## config.mk

```make
export PLATFORM = sky130hd
export DESIGN_NAME = mem_line_arbiter_flat
export DESIGN_NICKNAME = d
export VERILOG_FILES = /design/src/rtl/elpis_mem_pkg.sv /design/src/rtl/mem_line_arbiter_if.sv /design/src/rtl/mem_arb_select.sv /design/src/rtl/mem_line_arbiter.sv /design/src/flat_wrapper.sv
export SDC_FILE = /design/constraint.sdc
export NUM_CORES = 1
export LEC_CHECK = 0
export ABC_CLOCK_PERIOD_IN_PS = 2700
export CORE_AREA = 2 2 275 277
export CTS_CLUSTER_DIAMETER = 150
export DETAILED_ROUTE_END_ITERATION = 16
export DIE_AREA = 0 0 277 279
export GPL_ROUTABILITY_DRIVEN = 0
export PLACE_DENSITY = 0.46
export SKIP_LAST_GASP = 1
export SLEW_MARGIN = 20
export SYNTH_ARGS = -nofsm -noshare
export SYNTH_HDL_FRONTEND = slang
export SYNTH_SLANG_ARGS = --single-unit
```

## constraint.sdc

```tcl
create_clock -name clk -period 2.7 [get_ports clk]
set_input_delay 0.54 -clock clk [delete_from_list [all_inputs] [get_ports clk]]
set_output_delay 0.54 -clock clk [all_outputs]
set_load 0.02 [all_outputs]
```

## src/rtl/elpis_mem_pkg.sv

```systemverilog
// Shared constants and types for the line-memory arbiter.
// pick_winner resolves a request pair; the caller supplies the client preferred on a tie.
package elpis_mem_pkg;

    localparam int ADDR_W = 20;
    localparam int LINE_W = 128;

    typedef enum logic [2:0] {
        IDLE   = 3'd0,
        ISSUE  = 3'd1,
        WAIT   = 3'd2,
        SETTLE = 3'd3,
        RESP   = 3'd4
    } arb_state_t;

    typedef enum logic {
        CLIENT_IC = 1'b0,
        CLIENT_DC = 1'b1
    } client_t;

    function automatic client_t pick_winner(input logic ic_req, input logic dc_req,
                                            input client_t tie_pref);
        client_t w_win;
        if (ic_req && !dc_req) begin
            w_win = CLIENT_IC;
        end else if (dc_req && !ic_req) begin
            w_win = CLIENT_DC;
        end else begin
            w_win = tie_pref;
        end
        return w_win;
    endfunction

endpackage

```

## src/rtl/mem_line_arbiter_if.sv

```systemverilog
// Client and memory signals of the line arbiter. Clients hold req until their one-cycle
// done; the memory accepts a transaction in a cycle where requested and ready are both high.
interface mem_line_arbiter_if #(
    parameter int ADDR_W = elpis_mem_pkg::ADDR_W,
    parameter int LINE_W = elpis_mem_pkg::LINE_W
);
    logic              is_loading_memory_into_core;
    logic              ic_req;
    logic [ADDR_W-1:0] ic_addr;
    logic              ic_done;
    logic [LINE_W-1:0] ic_rd_data;
    logic              dc_req;
    logic              dc_we;
    logic [ADDR_W-1:0] dc_addr;
    logic [LINE_W-1:0] dc_wr_data;
    logic              dc_done;
    logic [LINE_W-1:0] dc_rd_data;
    logic              mem_requested;
    logic              mem_we;
    logic [ADDR_W-1:0] mem_addr;
    logic [LINE_W-1:0] mem_wr_data;
    logic              mem_reset_mem_req;
    logic [LINE_W-1:0] mem_rd_data;
    logic              mem_ready;

    modport master (
        input  is_loading_memory_into_core,
        input  ic_req, ic_addr,
        output ic_done, ic_rd_data,
        input  dc_req, dc_we, dc_addr, dc_wr_data,
        output dc_done, dc_rd_data,
        output mem_requested, mem_we, mem_addr, mem_wr_data, mem_reset_mem_req,
        input  mem_rd_data, mem_ready
    );

    modport slave (
        output is_loading_memory_into_core,
        output ic_req, ic_addr,
        input  ic_done, ic_rd_data,
        output dc_req, dc_we, dc_addr, dc_wr_data,
        input  dc_done, dc_rd_data,
        input  mem_requested, mem_we, mem_addr, mem_wr_data, mem_reset_mem_req,
        output mem_rd_data, mem_ready
    );

endinterface

```

## src/rtl/mem_arb_select.sv

```systemverilog
// Grant selection and the latched id of the granted client.
// MEM_ARB_ROUND_ROBIN_EN: ties alternate using the latched id; otherwise dcache wins ties.
module mem_arb_select (
    input  logic                  clk,
    input  logic                  reset,
    input  logic                  i_ic_req,
    input  logic                  i_dc_req,
    input  logic                  i_take,
    output logic                  o_any_req,
    output elpis_mem_pkg::client_t o_winner,
    output elpis_mem_pkg::client_t o_grant
);
    import elpis_mem_pkg::*;

    client_t r_grant;
    client_t w_tie_pref;

`ifdef MEM_ARB_ROUND_ROBIN_EN
    // The latched id is the last grant; reset to icache so the first tie goes to dcache.
    assign w_tie_pref = (r_grant == CLIENT_IC) ? CLIENT_DC : CLIENT_IC;
`else
    assign w_tie_pref = CLIENT_DC;
`endif

    assign o_any_req = i_ic_req | i_dc_req;
    assign o_winner  = pick_winner(i_ic_req, i_dc_req, w_tie_pref);
    assign o_grant   = r_grant;

    always_ff @(posedge clk) begin
        if (reset) begin
            r_grant <= CLIENT_IC;
        end else if (i_take) begin
            r_grant <= o_winner;
        end
    end

endmodule

```

## src/rtl/mem_line_arbiter.sv

```systemverilog
// Serialises icache/dcache line transactions onto the shared 128-bit line memory.
// Tie policy is selected by MEM_ARB_ROUND_ROBIN_EN (see mem_arb_select).
module mem_line_arbiter #(
    parameter int ADDR_W = elpis_mem_pkg::ADDR_W,
    parameter int LINE_W = elpis_mem_pkg::LINE_W
) (
    input  logic                      clk,
    input  logic                      reset,
    mem_line_arbiter_if.master        bus,
    output elpis_mem_pkg::arb_state_t o_dbg_state
);
    import elpis_mem_pkg::*;

    arb_state_t        r_state;
    arb_state_t        w_next_state;
    logic [ADDR_W-1:0] r_addr;
    logic              r_we;
    logic [LINE_W-1:0] r_wr_data;
    logic [LINE_W-1:0] r_ic_rd_data;
    logic [LINE_W-1:0] r_dc_rd_data;
    logic              r_ic_done;
    logic              r_dc_done;

    logic    w_take;
    logic    w_abort;
    logic    w_mem_req;
    logic    w_mem_we;
    logic    w_any_req;
    logic    w_settle_done;
    logic    w_loading;
    client_t w_winner;
    client_t w_grant;

    assign w_loading = bus.is_loading_memory_into_core;

    mem_arb_select u_select (
        .clk       (clk),
        .reset     (reset),
        .i_ic_req  (bus.ic_req),
        .i_dc_req  (bus.dc_req),
        .i_take    (w_take),
        .o_any_req (w_any_req),
        .o_winner  (w_winner),
        .o_grant   (w_grant)
    );

    always_ff @(posedge clk) begin
        if (reset) begin
            r_state <= IDLE;
        end else begin
            r_state <= w_next_state;
        end
    end

    always_comb begin
        w_next_state = r_state;
        w_take       = 1'b0;
        w_abort      = 1'b0;
        w_mem_req    = 1'b0;
        w_mem_we     = 1'b0;
        case (r_state)
            IDLE: begin
                if (!w_loading && w_any_req) begin
                    w_take       = 1'b1;
                    w_next_state = ISSUE;
                end
            end
            ISSUE: begin
                if (w_loading) begin
                    w_abort      = 1'b1;
                    w_next_state = IDLE;
                end else begin
                    w_mem_req = 1'b1;
                    w_mem_we  = r_we;
                    if (bus.mem_ready) begin
                        w_next_state = WAIT;
                    end
                end
            end
            WAIT: begin
                // Held through the countdown, dropped the cycle ready returns so nothing relaunches.
                if (w_loading) begin
                    w_abort      = 1'b1;
                    w_next_state = IDLE;
                end else begin
                    w_mem_req = !bus.mem_ready;
                    w_mem_we  = r_we & !bus.mem_ready;
                    if (bus.mem_ready) begin
                        w_next_state = SETTLE;
                    end
                end
            end
            SETTLE: begin
                if (w_loading) begin
                    w_abort      = 1'b1;
                    w_next_state = IDLE;
                end else begin
                    w_next_state = RESP;
                end
            end
            RESP: begin
                w_next_state = IDLE;
            end
            default: begin
                w_next_state = IDLE;
            end
        endcase
    end

    always_ff @(posedge clk) begin
        if (reset) begin
            r_addr    <= '0;
            r_we      <= 1'b0;
            r_wr_data <= '0;
        end else if (w_take) begin
            if (w_winner == CLIENT_DC) begin
                r_addr    <= bus.dc_addr;
                r_we      <= bus.dc_we;
                r_wr_data <= bus.dc_wr_data;
            end else begin
                r_addr    <= bus.ic_addr;
                r_we      <= 1'b0;
                r_wr_data <= '0;
            end
        end
    end

    // The lagged last read word is on mem_rd_data by the end of SETTLE.
    assign w_settle_done = (r_state == SETTLE) && (w_next_state == RESP);

    always_ff @(posedge clk) begin
        if (reset) begin
            r_ic_done    <= 1'b0;
            r_dc_done    <= 1'b0;
            r_ic_rd_data <= '0;
            r_dc_rd_data <= '0;
        end else begin
            r_ic_done <= w_settle_done && (w_grant == CLIENT_IC);
            r_dc_done <= w_settle_done && (w_grant == CLIENT_DC);
            if (w_settle_done && !r_we) begin
                if (w_grant == CLIENT_IC) begin
                    r_ic_rd_data <= bus.mem_rd_data;
                end else begin
                    r_dc_rd_data <= bus.mem_rd_data;
                end
            end
        end
    end

    assign bus.ic_done           = r_ic_done;
    assign bus.dc_done           = r_dc_done;
    assign bus.ic_rd_data        = r_ic_rd_data;
    assign bus.dc_rd_data        = r_dc_rd_data;
    assign bus.mem_requested     = w_mem_req;
    assign bus.mem_we            = w_mem_we;
    assign bus.mem_addr          = r_addr;
    assign bus.mem_wr_data       = r_wr_data;
    assign bus.mem_reset_mem_req = reset | w_abort;
    assign o_dbg_state           = r_state;

endmodule
```

## src/flat_wrapper.sv

```systemverilog
// flat-port wrapper written by rule: the top's interface ports become plain ports
module mem_line_arbiter_flat import elpis_mem_pkg::*;
#(
    parameter int ADDR_W = elpis_mem_pkg::ADDR_W,
    parameter int LINE_W = elpis_mem_pkg::LINE_W
)
  (clk, reset, o_dbg_state, bus_is_loading_memory_into_core, bus_ic_req, bus_ic_addr, bus_ic_done, bus_ic_rd_data, bus_dc_req, bus_dc_we, bus_dc_addr, bus_dc_wr_data, bus_dc_done, bus_dc_rd_data, bus_mem_requested, bus_mem_we, bus_mem_addr, bus_mem_wr_data, bus_mem_reset_mem_req, bus_mem_rd_data, bus_mem_ready);
  mem_line_arbiter_if #(.ADDR_W(ADDR_W), .LINE_W(LINE_W)) bus_i ();
  input  logic clk;
  input  logic reset;
  output elpis_mem_pkg::arb_state_t o_dbg_state;
  input wire logic [$bits(bus_i.is_loading_memory_into_core)-1:0] bus_is_loading_memory_into_core;
  input wire logic [$bits(bus_i.ic_req)-1:0] bus_ic_req;
  input wire logic [$bits(bus_i.ic_addr)-1:0] bus_ic_addr;
  output wire logic [$bits(bus_i.ic_done)-1:0] bus_ic_done;
  output wire logic [$bits(bus_i.ic_rd_data)-1:0] bus_ic_rd_data;
  input wire logic [$bits(bus_i.dc_req)-1:0] bus_dc_req;
  input wire logic [$bits(bus_i.dc_we)-1:0] bus_dc_we;
  input wire logic [$bits(bus_i.dc_addr)-1:0] bus_dc_addr;
  input wire logic [$bits(bus_i.dc_wr_data)-1:0] bus_dc_wr_data;
  output wire logic [$bits(bus_i.dc_done)-1:0] bus_dc_done;
  output wire logic [$bits(bus_i.dc_rd_data)-1:0] bus_dc_rd_data;
  output wire logic [$bits(bus_i.mem_requested)-1:0] bus_mem_requested;
  output wire logic [$bits(bus_i.mem_we)-1:0] bus_mem_we;
  output wire logic [$bits(bus_i.mem_addr)-1:0] bus_mem_addr;
  output wire logic [$bits(bus_i.mem_wr_data)-1:0] bus_mem_wr_data;
  output wire logic [$bits(bus_i.mem_reset_mem_req)-1:0] bus_mem_reset_mem_req;
  input wire logic [$bits(bus_i.mem_rd_data)-1:0] bus_mem_rd_data;
  input wire logic [$bits(bus_i.mem_ready)-1:0] bus_mem_ready;
  assign bus_i.is_loading_memory_into_core = bus_is_loading_memory_into_core;
  assign bus_i.ic_req = bus_ic_req;
  assign bus_i.ic_addr = bus_ic_addr;
  assign bus_ic_done = bus_i.ic_done;
  assign bus_ic_rd_data = bus_i.ic_rd_data;
  assign bus_i.dc_req = bus_dc_req;
  assign bus_i.dc_we = bus_dc_we;
  assign bus_i.dc_addr = bus_dc_addr;
  assign bus_i.dc_wr_data = bus_dc_wr_data;
  assign bus_dc_done = bus_i.dc_done;
  assign bus_dc_rd_data = bus_i.dc_rd_data;
  assign bus_mem_requested = bus_i.mem_requested;
  assign bus_mem_we = bus_i.mem_we;
  assign bus_mem_addr = bus_i.mem_addr;
  assign bus_mem_wr_data = bus_i.mem_wr_data;
  assign bus_mem_reset_mem_req = bus_i.mem_reset_mem_req;
  assign bus_i.mem_rd_data = bus_mem_rd_data;
  assign bus_i.mem_ready = bus_mem_ready;
  mem_line_arbiter #(.ADDR_W(ADDR_W), .LINE_W(LINE_W)) u_core (.clk(clk), .reset(reset), .bus(bus_i), .o_dbg_state(o_dbg_state));
endmodule
```

==> out/results.ini, run 1 <==
[routing]
first_iter_violations = 404
vias = 12868
dr_wl_met2_mm = 31.7
routed.top_layer = met5
drtAntennaViolNets = 0
wl_met1_mm = 22.8
via_per_inst = 4.16
wl_mm = 62.6
drc = 0
wl_met3_mm = 5.72
post_drt_wl_per_cell_um = 20.2
firstDrtPassIters = 4

[power]
power_density_nw_per_um2 = 569
peakVddDrop_mv = 0.425
p_total_mw = 14.0
p_leak_nw = 9.66

[final_layout]
syn2layout_area_growth_pct = 69.0
drive_gt1_frac = 0.0650
design_area_sq_um = 24700
nNetsFinal = 2394
fill_cells = 7497

[logic_synthesis]
synthXorXnorAreaFrac = 0
synth_compound_area_frac = 0.0992
ys_ff_latch = 411
ys_seq_area_frac = 0.564
yosys-mux-area-fraction = 0.190
syn_inst = 1381
synth_area_per_cell_sq_um = 10.6
synth_fa_ha_area_frac = 0
synth_top_family_by_area = multiplexers
syn-num-nets = 1684
yosysWarnings = 0
yosysUniqueCellTypes = 35
yosys.area_share.simple = 0.109
synth_area_sq_um = 14600

[timing]
rsz0062_at_grt = no
period_share = 0.959
skew_ns = 0.0140
period_minus_slack_ns = 2.59
max_freq_mhz = 386
worst_pin_slew_ns = 0.493
slew_headroom = 0.662
report.final.slew_viol_count = 0
setup_violations = 0
hold_viol_final = 0

[die]
io_pins = 715
core_area_sq_um = 74100
start_util = 0.197
fp.dieH_um = 279
die_w_um = 277
num_rows = 100
die_area_sq_um = 77300

[global_routing]
antenna_found_initial = 12
grtUsageTotal = 0.154
grt_pass1_vias = 13364
grt_max_degree = 87
grt_overflow_total = 0
grt_pass1_wl_mm = 89.4

[setup_path]
cp_top_family = simple AND/OR/NAND/NOR gates
start_kind = flip-flop
cp.required_ns = 2.16
path_max_fanout = 2
max_stage_delay_ns = 0.39
reg2reg_from = u_core.o_dbg_state[0]
crit_buf_inv = 1
critPathSlowestCell = dfxtp_1
path_class = reg2out
cp-startpoint = u_core.o_dbg_state[1]
crit_path_end_kind = primary output
worstPathCellList = or3b_1, a21oi_1, and2_1, dlygate4sd2_1
arrival_ns = 2.05

[flow_run]
cap_viol_max_count = 0

[hold_path]
min_from = u_core.bus.dc_rd_data[36]
min_path_type = reg2reg

[placed_design]
postPlaceCellArea_sq_um = 23100
io_buffers = 714
dp_hpwl_mm = 48.0

[cts]
clk_latency_ns = 0.58
cts-root-buf = clkbuf_16
cts_htree_levels = 2
path_clk_slew_ns = 0.05
numClockSinks = 411
cts_buffers = 50
ctsLongestPathBuffers = 3
cts_tree = built

[run_status]
status = completed

-- synthesized netlist by cell type --
cell type	instances	area (sq um)
a2111oi_0	1	8.76
inv_2	1	3.75
nor2b_1	1	6.26
or4b_1	1	10.0
or4_1	2	15.0
o311ai_0	14	123
nor2_1	2	7.51
a211oi_1	1	7.51
clkbuf_1	70	263
buf_6	12	135
o21ai_0	1	5.00
a22o_1	129	1130
a21oi_1	1	5.00
a21o_1	1	7.51
dfxtp_1	411	8230
or2_2	1	6.26
nand3b_1	1	7.51
nor4b_2	1	15.0
nand2_1	385	1450
nor4_1	1	6.26
buf_2	28	140
buf_4	1	7.51
or2_4	1	8.76
nand2b_1	3	18.8
nor4_2	1	12.5
buf_1	1	3.75
mux2_2	1	11.3
nor4b_1	1	8.76
o31a_1	1	8.76
o311ai_1	6	52.6
mux2i_1	276	2760
nor3_1	1	5.00
or3b_1	1	8.76
and2_1	2	12.5
o21ai_1	20	100
-- layer usage --
layer  GRT usage  vias up
li1            -     6187
met1       0.157     6030
met2       0.281      500
met3      0.0614      139
met4      0.0616       12
met5           0        -
-- state kept, by name, summed over array words and instances (netlist names) --
name and count:
u_core.bus.dc_rd_data 128, u_core.bus.ic_rd_data 128, u_core.bus.mem_wr_data 128, u_core.bus.mem_addr 20
u_core.o_dbg_state 3, u_core.bus.dc_done 1, u_core.bus.ic_done 1, u_core.r_we 1
u_core.u_select.o_grant 1
-- power by group --
group	internal, mW	switching [mW]
clock network	3.71	2.68
logic	0.746	0.659
registers	6.18	0.0683
total	10.6	3.41
-- cell type report --
cell class / instances / area, sq um / area share
multi-input cells: 857 / 5860 / 0.238
flip-flops and latches: 411 / 8230 / 0.334
repair buffers: 770 / 7830 / 0.317
well taps: 969 / 1210 / 0.0492
inverters: 1 / 11.3 / 0.000457
diodes: 5 / 12.5 / 0.000507
clock buffers: 72 / 1460 / 0.0591
clock inverters: 11 / 60.1 / 0.00243
-- worst register-to-register path, stage by stage, from the launching register on --
cell	delay [ns]
dfxtp_1	0.35
buf_4	0.18
or2_2	0.48
o31a_2	0.44
buf_12	0.19
a22o_1	0.44
-- placed cells by master (no fill, tap or decap), types with 2 or more instances in the layout --
cell type and instances:
o311ai_0 14, clkbuf_1 13, clkbuf_16 53, clkinv_2 9, and2_1 2, a22o_1 129
diode_2 5, buf_12 21, clkinvlp_4 2, dfxtp_1 411, clkdlybuf4s50_1 711, buf_4 35
clkbuf_8 6, nand2_1 385, o311ai_1 6, o21ai_1 20, mux2i_1 276, dlygate4sd2_1 3
nand2b_1 3
-- metrics by stage --
| stage | hold slack [ns] | worst slack, ns | util | cells | setup TNS [ns] |
|---|---|---|---|---|---|
| finish | 0.452 | 0.110 | 0.333 | 3096 | 0 |
| global route | 0.467 | 0.00724 | 0.333 | 3094 | 0 |
| CTS | 0.456 | 0.0639 | 0.333 | 3091 | 0 |
| detailed placement | 0.447 | -0.127 | 0.312 | 3008 | -0.578 |
| global placement | 0.443 | -0.197 | 0.312 | 3008 | -0.383 |
| floorplan | 0.494 | 0.369 | - | 1381 | 0 |
-- logic make-up (layout without fill, tap and decap cells) --
| family | after synthesis | in the layout |
|---|---|---|
| muxes | 277 | 277 |
| and+or+nand+nor | 405 | 405 |
| buffers and inverters | 113 | 854 |
| AOI/OAI and AO/OA | 175 | 175 |
| other | 0 | 5 |
| DFF | 411 | 411 |
-- worst paths after layout --
path,slack [ns],depth (start not counted),to
max,0.11,4,bus_mem_we
min,0.45,2,u_core.bus.dc_rd_data[36]
max reg2reg,0.49,5,u_core.bus.mem_wr_data[85]
min reg2reg,0.45,2,u_core.bus.dc_rd_data[36]
-- repair_timing --
item	CTS	global route
hold buffers	0	0
buffers inserted	0	0
gates resized for setup	3	0
endpoints found under the setup margin	3	0
Note: power is estimated with default switching activity, not from simulation.
==> inputs of run 2 (changes only) <==
Settings changed: PLACE_DENSITY 0.46 to not set, PLACE_DENSITY_LB_ADDON set to 0.1.
==> run 2 against run 1 <==
Worst hold slack hardly changed. Core utilization is 0.29 points higher. Fmax is 1.7% higher. Global-route usage is 0.47 points higher. Critical endpoint unchanged. Largest power group unchanged.
==> out/results.ini, run 2 (synthesis results as in run 1) <==
[run_status]
status = completed

[final_layout]
final_common_cell = clkdlybuf4s50_1
final_cells = 3098  ; +0.065%
fill_cells = 7569  ; +0.96%
drive_gt1_frac = 0.0697  ; +0.00468
nNetsFinal = 2384  ; -0.42%
syn2layout_area_growth_pct = 70.5
layout_common_cells = clkdlybuf4s50_1 (711), dfxtp_1 (411), nand2_1 (385), mux2i_1 (276), a22o_1 (129)

[die]
die_w_um = 277  ; unchanged
fp.dieH_um = 279  ; unchanged
start_util = 0.197  ; unchanged
core_area_sq_um = 74100  ; unchanged
die_area_sq_um = 77300  ; unchanged
num_rows = 100  ; unchanged
io_pins = 715  ; unchanged

[timing]
max_freq_mhz = 392  ; +1.7%
worst_pin_slew_ns = 0.643  ; +0.150 ns
slew_headroom = 0.559  ; -0.103
rsz0062_at_grt = no
skew_ns = 0.0191  ; +0.00506 ns
period_minus_slack_ns = 2.55  ; -0.0423 ns
period_share = 0.944  ; -0.0157
fin_hold_ws_ns = 0.452  ; +0.000366 ns
setup_violations = 0  ; unchanged
hold_viol_final = 0  ; unchanged
report.final.slew_viol_count = 0  ; unchanged

[setup_path]
path_class = in2out
start_kind = primary input
max_stage_delay_ns = 0.43  ; +0.04 ns
critPathSlowestCell = clkdlybuf4s50_1
worstPathCellList = clkdlybuf4s50_1, or3b_1, a21oi_1, and2_1, dlygate4sd2_1
cp.required_ns = 2.16  ; about the same
crit_buf_inv = 2  ; +1
cp_top_family = buffers and inverters
path_max_fanout = 2  ; unchanged
arrival_ns = 2.01  ; -0.04 ns
crit_path_end_kind = primary output

[global_routing]
grt_max_degree = 83  ; -4.6%
antenna_found_initial = 10  ; -2
grt_pass1_vias = 13131  ; -1.7%
grt_pass1_wl_mm = 91.4  ; +2.3%
grtUsageTotal = 0.159  ; +0.00470
grt_overflow_total = 0  ; unchanged

[cts]
clk_latency_ns = 0.59  ; about the same
path_clk_slew_ns = 0.06  ; about the same
cts_tree = built
ctsLongestPathBuffers = 3  ; unchanged
cts_setup_buffers = 0  ; unchanged
cts_htree_levels = 2  ; unchanged
cts_buffers = 50  ; unchanged
numClockSinks = 411  ; unchanged
cts-root-buf = clkbuf_16

[power]
pwr-share-clk = 0.495  ; +0.040
p_total_mw = 15.2  ; +7.9%
p_seq_frac = 0.413  ; -0.032
power_density_nw_per_um2 = 609  ; +7.0%
p_leak_nw = 9.76  ; +1.1%
p_sw_frac = 0.234  ; -0.00864
p_sw_mw = 3.54  ; +4.1%
peakVddDrop_mv = 0.407  ; -4.2%
intPower_mw = 11.6  ; +9.2%
combPwrFrac = 0.093  ; -0.007

[flow_run]
cap_viol_max_count = 0  ; unchanged

[routing]
first_iter_violations = 484  ; +20%
vias = 12659  ; -1.6%
drtAntennaViolNets = 0  ; unchanged
via_per_inst = 4.09  ; -1.7%
drc = 0  ; unchanged
wl_mm = 63.9  ; +2.0%
firstDrtPassIters = 4  ; unchanged
post_drt_wl_per_cell_um = 20.6  ; +1.9%

[placed_design]
dp.cells = 2998  ; -0.33%
dp_hpwl_mm = 48.0  ; about the same
io_buffers = 714  ; unchanged

[hold_path]
min_path_type = reg2reg

==> run 2: cell types whose count changed in the layout (fill, tap and decap cells not counted), sizes merged <==
cell	previous run	this run
inv	1	2
clkinvlp	2	3
buf	56	47
bufinv	0	9
clkbuf	72	67
clkinv	9	14
dlygate4sd2	3	2
diode	5	6
==> run 2: timing repair <==
item / CTS / global route
resized for setup: 2 / 0
hold buffers: 0 / 0
setup endpoints to repair: 2 / 0
==> run 2: power by group through the flow <==
stage / logic (mW) / clock network (mW) / registers [mW]
after floorplan: 0.354 / 0 / 6.51
after global placement: 1.42 / 0 / 6.38
after detailed placement: 1.42 / 0 / 6.38
after CTS: 1.43 / 7.80 / 6.26
after global routing: 1.50 / 8.01 / 6.27
final: 1.40 / 7.50 / 6.26
==> run 2: tightest hold or removal path, cell delays in order (launching register included) <==
cell and delay [ns]:
dfxtp_1 0.31, nand2_1 0.05, mux2i_1 0.05
==> run 2: stage by stage <==
| stage | setup TNS (ns) | worst slack, ns | util | cell area (sq um) |
|---|---|---|---|---|
| after CTS | 0 | 0.0806 | 0.336 | 24900 |
| after global routing | 0 | 0.0135 | 0.336 | 24900 |
| after floorplan | 0 | 0.369 | - | 14600 |
| final | 0 | 0.152 | 0.336 | 24900 |
| after global placement | -0.339 | -0.182 | 0.311 | 23000 |
| after detailed placement | -0.230 | -0.130 | 0.311 | 23000 |
==> run 2: worst paths after layout <==
check                                               start                          to  slack [ns]  cells after the start
worst max-delay path                        bus_mem_ready                  bus_mem_we        0.15                      5
worst min register to register  u_core.bus.dc_rd_data[10]   u_core.bus.dc_rd_data[10]        0.45                      2
worst max register to register      u_core.o_dbg_state[0]  u_core.bus.mem_wr_data[84]        0.50                      5
worst min-delay path            u_core.bus.dc_rd_data[10]   u_core.bus.dc_rd_data[10]        0.45                      2
==> run 2: cell type report <==
| cell class | instances | area (sq um) | area share |
|---|---|---|---|
| Clock buffer | 67 | 1470 | 0.0590 |
| Timing Repair Buffer | 760 | 7710 | 0.310 |
| Antenna cell | 6 | 15.0 | 0.000603 |
| Multi-Input combinational cell | 857 | 5850 | 0.235 |
| Inverter | 1 | 11.3 | 0.000453 |
| Tap cell | 969 | 1210 | 0.0487 |
| Sequential cell | 411 | 8230 | 0.331 |
| Clock inverter | 27 | 379 | 0.0152 |
==> run 2: routing by layer <==
| layer | wire [um] | vias up | GRT usage |
|---|---|---|---|
| met4 | 2090 | 10 | 0.0601 |
| li1 | - | 6164 | - |
| met2 | 32100 | 470 | 0.282 |
| met1 | 24400 | 5919 | 0.172 |
| met5 | 59 | - | 0 |
| met3 | 5180 | 96 | 0.0594 |
